[config.mk]
export PLATFORM = sky130hd
export DESIGN_NAME = e_mdu_ctrl
export DESIGN_NICKNAME = d
export VERILOG_FILES = /design/src/rtl/e_mdu_ctrl.sv
export SDC_FILE = /design/constraint.sdc
export NUM_CORES = 1
export LEC_CHECK = 0
export BUFFER_PORTS_ARGS = -buffer_cell sky130_fd_sc_hd__buf_2
export CAP_MARGIN = 20
export CORE_MARGIN = 5
export CORE_UTILIZATION = 29
export DETAILED_ROUTE_END_ITERATION = 6
export GPL_TIMING_DRIVEN = 0
export HOLD_SLACK_MARGIN = 0.06
export PLACE_DENSITY_LB_ADDON = 0.1
export REMOVE_ABC_BUFFERS = 1
export SKIP_CTS_REPAIR_TIMING = 1
export SLEW_MARGIN = 40
export SYNTH_ARGS = -nofsm -noshare
export SYNTH_HDL_FRONTEND = slang
export SYNTH_SLANG_ARGS = --single-unit
export TNS_END_PERCENT = 1
[constraint.sdc]
create_clock -name clk -period 1.5 [get_ports clk]
set_input_delay 0.225 -clock clk [delete_from_list [all_inputs] [get_ports clk]]
set_output_delay 0.225 -clock clk [all_outputs]
set_load 0.005 [all_outputs]
[src/rtl/e_mdu_ctrl.sv]
// e_mdu_ctrl: E-stage MDU issue gating, latency countdown interlock, HI/LO read mux and busy-sync checker
module e_mdu_ctrl #(
  parameter int MULT_LAT = 5,
  parameter int DIV_LAT  = 10
) (
  input  logic        clk,
  input  logic        reset,
  input  logic        Req,
  input  logic [2:0]  E_MDUOp,
  input  logic        E_HiLoSel,
  input  logic        D_IsMD,
  input  logic        MDU_Busy,
  input  logic [31:0] MDU_HI,
  input  logic [31:0] MDU_LO,
  output logic        MDU_Start,
  output logic [2:0]  MDU_Op,
  output logic        Stall,
  output logic [31:0] MDU_Rd,
  output logic        Busy_Pred,
  output logic        Sync_Err
);
  typedef enum logic {KIND_MULT = 1'b0, KIND_DIV = 1'b1} kind_t;
  logic [3:0] cnt;
  kind_t      kind;
  logic       is_muldiv;
  logic       is_div;
  logic       issue;
  // issue gating, interlock and read mux; Req cancels only the command in E, never a running countdown
  always_comb begin
    is_muldiv = (E_MDUOp >= 3'd1) && (E_MDUOp <= 3'd4);
    is_div    = (E_MDUOp == 3'd3) || (E_MDUOp == 3'd4);
    Busy_Pred = cnt != 4'd0;
    issue     = is_muldiv & ~Req & ~Busy_Pred;
    MDU_Start = issue;
    MDU_Op    = Req ? 3'd0 : E_MDUOp;
    Stall     = D_IsMD & (issue | Busy_Pred);
    MDU_Rd    = E_HiLoSel ? MDU_HI : MDU_LO;
  end
  // latency countdown loaded on issue, saturating at zero, plus sticky busy-mismatch flag
  always_ff @(posedge clk) begin
    if (reset) begin
      cnt      <= 4'd0;
      kind     <= KIND_MULT;
      Sync_Err <= 1'b0;
    end else begin
      Sync_Err <= Sync_Err | (Busy_Pred != MDU_Busy);
      if (issue) begin
        cnt  <= is_div ? 4'(DIV_LAT) : 4'(MULT_LAT);
        kind <= is_div ? KIND_DIV : KIND_MULT;
      end else if (cnt != 4'd0) begin
        cnt <= cnt - 4'd1;
      end
      assert (cnt <= (kind == KIND_DIV ? 4'(DIV_LAT) : 4'(MULT_LAT)));
    end
  end
endmodule

After elaboration in Yosys (flattened, before gate mapping)
Index checks and enable logic that the tools add are counted.
{"block": "totals", "output_inout_bits": 39, "inputBits": 73, "regBits": 5, "elab_cells": 24}
{"block": "op_classes", "n_eq_ne": 3, "addsub": 1, "muxes": 5, "magnitude_cmp": 2, "reduce_logical": 4, "bitwise_logic": 7}
{"cell": "two-way mux 32 bit", "n": 1}
{"cell": "two-way mux 4 bit", "n": 3}
{"cell": "nonzero test 4 bit", "n": 1}
{"cell": "subtractor 4 x 1 -> 4 bit (second input constant)", "n": 1}
{"cell": "bitwise AND 1 bit", "n": 3}
{"cell": "equality test 3 x 2 -> 1 bit (second input constant)", "n": 1}
{"cell": "equality test 3 bit (second input constant)", "n": 1}
{"cell": "greater-or-equal comparator 3 x 1 -> 1 bit (second input constant)", "n": 1}
{"cell": "<= comparator 3 bit (second input constant)", "n": 1}
{"cell": "two-way mux 3 bit", "n": 1}
{"cell": "inverter 1 bit", "n": 2}
{"cell": "bitwise OR 1 bit", "n": 2}
{"cell": "nonzero test 2 bit", "n": 1}
{"cell": "logical AND 1 bit", "n": 1}
{"cell": "logical OR 1 bit", "n": 1}
{"cell": "inequality test 1 bit", "n": 1}

Depth between registers and ports, before layout
{"block": "logic_depth", "ltp_word": 6, "ltp_mapped": 7, "ltp_nobuf": 7}

Worst setup path after synthesis
Ideal clock, no wire load.
{"block": "synth_timing", "path_kind": "register to register", "startpoint": "register cnt[0]", "endpoint": "register cnt[0]", "slack_ns": 0.193, "arrival_ns": 1.215, "stages_incl_launch_ff": 8, "setup_ns": 0.092, "synth_period_minus_slack_ns": 1.307, "cell_sequence": "dfxtp_1 inv_1 ha_1 nand2b_4 nor2_4 inv_2 or3_1 o32ai_1"}
{"block": "synth_via", "elab_chain_cells": 4, "word_cells_on_any_way": 7, "cone_classes": "add/sub: 1; mux: 2; bitwise: 2; reduce/logical: 2"}
{"item": "start, declared", "line_no": "23", "text": "logic [3:0] cnt;"}
{"item": "start signal, assigned", "line_no": "48", "text": "cnt <= is_div ? 4'(DIV_LAT) : 4'(MULT_LAT);"}
{"item": "start signal, assigned", "line_no": "51", "text": "cnt <= cnt - 4'd1;"}
{"item": "nonzero test 4 bit *", "line_no": "32", "text": "Busy_Pred = cnt != 4'd0;"}
{"item": "net Busy_Pred", "line_no": "19", "text": "output logic Busy_Pred,"}
{"item": "inverter 1 bit", "line_no": "33", "text": "issue = is_muldiv & ~Req & ~Busy_Pred;"}
{"item": "bitwise AND 1 bit", "line_no": "33"}
{"item": "two-way mux 4 bit / nonzero test 2 bit (equally long branches)"}
Mark *: on every way through the listed nets, which the timed path passes. The rest lies on a longest branch. The select of a mux whose other input is x is not followed.
A chain may end at the register's enable or synchronous reset.

Final worst setup path
{"block": "layout_timing", "startpoint": "register cnt[0]", "endpoint": "register cnt[0]"}
{"block": "layout_via", "elab_chain_cells": 4, "word_cells_on_any_way": 7, "cone_classes": "add/sub: 1; mux: 2; bitwise: 2; reduce/logical: 2"}
{"item": "branches (longest 4 deep; another with subtractor 4 x 1 -> 4 bit)"}
Several ways; the timed one is not identified. The select of a mux whose other input is x is not followed.

==> results.md <==
* Status: complete, but fails checks
* Failing checks: negative setup slack
* Hpwl dp at 2670 µm
* Clock-pin slew on the worst setup and hold paths at 50 ps
* Die Y at a little over 60 µm
* Util after Layout at 56.1%
* # fillers at 245
* Unrepaired setup endpoints after global routing: true
* GPL Wtd Cong at ~0.8
* Setup TNS at -145 ps
* Hold Crit Depth at 2
* Remaining Overflow, GRT at 0
* Min-Delay Path Class: in2reg
* Lkg Pwr at roughly 0.00073 µW
* CP bufs+invs at 3
* Critical path cell sequence: inv_2 -> ha_4 -> nand2b_4 -> nor2_4 -> inv_4 -> buf_4 -> or3_1 -> o32ai_1
* Die area at 3680 µm²
* Max stage delay on crit path at 340 ps
* IO buf count at between 100 and 150
* Post-route cell area at 1390 µm²
* Placed Area at about 1300 µm²
* Initial drt markers at 38
* Clk Latency, worst-skew pair at 240 ps
* Most frequent cells in the layout: buf_2 (110), mux2_2 (30), clkbuf_4 (4)
* Vias/cell at about 4.6
* Fmax at 0.618 GHz
* Final Hold Viols at 0
* Sw Ratio at between 30% and 40%
* Ant diodes at 0
* Period utilization at 108%
* Kind of cell with the highest combined delay on the critical path: simple AND/OR/NAND/NOR gates
* Initial antenna violation count at 0
* R2r worst-path depth at 8
* Stages on the worst setup path at 8
* WP data required at 1620 ps
* Logic pwr share at between 60% and 70%
* Vias at just over 1000
* Worst setup EP type: flop
* I/O pin cnt at about 110
* CTS tree: done
* Worst VDD drop at between 0.0005 and 0.0006 V
* Reg area at just over 100 µm²
* Initial Util at between 30 and 40%
* Cells after Synth at 78
* Area delta synth->final at 86.7%
* Sw power at ~460 µW
* Synth warn at 0
* Final WL at 3140 µm
* Seq/Total Area, Yosys at about 13%
* Cell-internal power at ~760 µW
* Core region area at 2480 µm²
* Setup crit start kind: flop
* Horiz. Die Dim at ~61 µm
* Largest net degree at the start of global routing at 33
* Total GRT Usage at between 10% and 20%
* Final worst setup slack at -117 ps
* Flop-to-flop setup slack at -120 ps
* Slew Limit Fails at 0
* Netlist cell types at 29
* Drt wl/cell at between 10 and 15 µm
* Rel. slew slack at between 70% and 80%
* Clk pwr share at between 10% and 20%
* CP Class: reg2reg
* Antenna Violating Nets Remaining at 0
* Root buf cell: clkbuf_4
* Final #Nets at 268
* Fraction of layout cells with a size suffix above 1 at between 80% and 90%
* Tightest Pin Transition at 403 ps
* #FFs+latches synth at 5
* Commonest non-fill, non-tap cell in the layout: buf_2
* Mapped Area at 744 µm²
* Pwr Density at between 800 and 900 nW/µm²
* Setup violators final at 2
* Sequential share of power at 21.0%
* Mean Syn Cell Area at between 9 and 10 µm²
* Vias in the first global route at 978
* Clock skew at 2.68 ps
* Multi-input logic area at roughly 620 µm²
* Placed cell count at 215
* TritonCTS Sinks at 5
* Max Cap Viol at 0
* H-tree levels at 1
* Final worst path period need at approximately 1600 ps
* Cts bufs inserted at 3
* Critical path peak fanout at 6
* Worst path slowest cell: dfxtp_2
* CP arrival at between 1500 and 2000 ps
* First-pass GRT wire length at around 4000 µm
* Rows at 18
* Number of iterations in the first detailed-routing pass at 3
* CTS max path bufs at 2
* # DRC at 0
* Non-Filler Instances at 222
==> path summary, 6_finish.rpt <==
check	to	start
worst max register to register	cnt[0]$_SDFFE_PP0P_	cnt[0]$_SDFFE_PP0P_
worst min register to register	Sync_Err$_SDFF_PP0_	Sync_Err$_SDFF_PP0_
worst min-delay path	Sync_Err$_SDFF_PP0_	reset
worst max-delay path	cnt[0]$_SDFFE_PP0P_	cnt[0]$_SDFFE_PP0P_
==> power groups by stage <==
| stage | logic [µW] | clock network [µW] | registers (µW) |
|---|---|---|---|
| 6_report | 803 | 162 | 257 |
| 5_1_grt | 890 | 182 | 263 |
| 4_1_cts | 678 | 164 | 244 |
| 3_5_place_dp | 673 | 0 | 246 |
| 3_3_place_gp | 660 | 0 | 243 |
| 2_1_floorplan | 408 | 0 | 234 |
==> Yosys cell counts, drive strengths merged <==
cell / n / area [µm²]
nand3b: 1 / 7.51
a21oi: 3 / 18.8
nor4b: 1 / 8.76
or3: 2 / 12.5
xor2: 1 / 8.76
dfxtp: 5 / 100
o221a: 1 / 11.3
clkbuf: 1 / 3.75
o21ai: 1 / 5.00
nand2b: 1 / 13.8
nor2: 5 / 26.3
a31oi: 1 / 6.26
a211o: 1 / 10.0
mux2: 32 / 360
inv: 5 / 18.8
o21ba: 1 / 10.0
buf: 3 / 15.0
or3b: 1 / 8.76
xnor2: 2 / 17.5
a211oi: 1 / 7.51
ha: 2 / 25.0
nor2b: 3 / 18.8
o32ai: 2 / 17.5
a21boi: 1 / 7.51
nand3: 1 / 5.00
==> flip-flops by register name, indices dropped and copies added (netlist names) <==
register and cells:
cnt 4, Sync_Err 1
==> final cells by class <==
cell class	instances	share of cell area, %
repair buffers	114	41.8
well taps	30	2.70
multi-input cells	64	44.7
clock buffers	4	1.89
flip-flops and latches	5	7.38
inverters	5	1.53
==> per-layer routing <==
metal | part of all wire [%] | global-route usage [%] | up-vias
met4 | 0.80 | 6.50 | 0
met2 | 55 | 25.0 | 54
met1 | 35 | 16.7 | 443
li1 | - | - | 515
met3 | 9.3 | 4.68 | 2
met5 | 0 | 0 | -
==> kinds of logic (layout without fill, tap and decap cells) <==
kind of cell / count (synthesis) / after routing / synth area share, %
multiplexers: 32 / 32 / 48.4
AND/OR/NAND/NOR: 15 / 15 / 13.6
AO/OA/AOI/OAI: 12 / 12 / 12.6
buffers and inverters: 9 / 123 / 5.04
flip-flops: 5 / 5 / 13.4
XOR/XNOR: 3 / 3 / 3.53
adder cells (fa/ha/maj): 2 / 2 / 3.36
==> metrics by stage <==
stage / power (µW) / setup slack, ps / hold slack (ps)
global route: 1330 / -178 / 248
detailed placement: 919 / -30.5 / 438
CTS: 1090 / -112 / 222
floorplan: 643 / 193 / 294
finish: 1220 / -117 / 227
global placement: 904 / 13.9 / 438
Note: power is estimated with default switching activity, not from simulation.
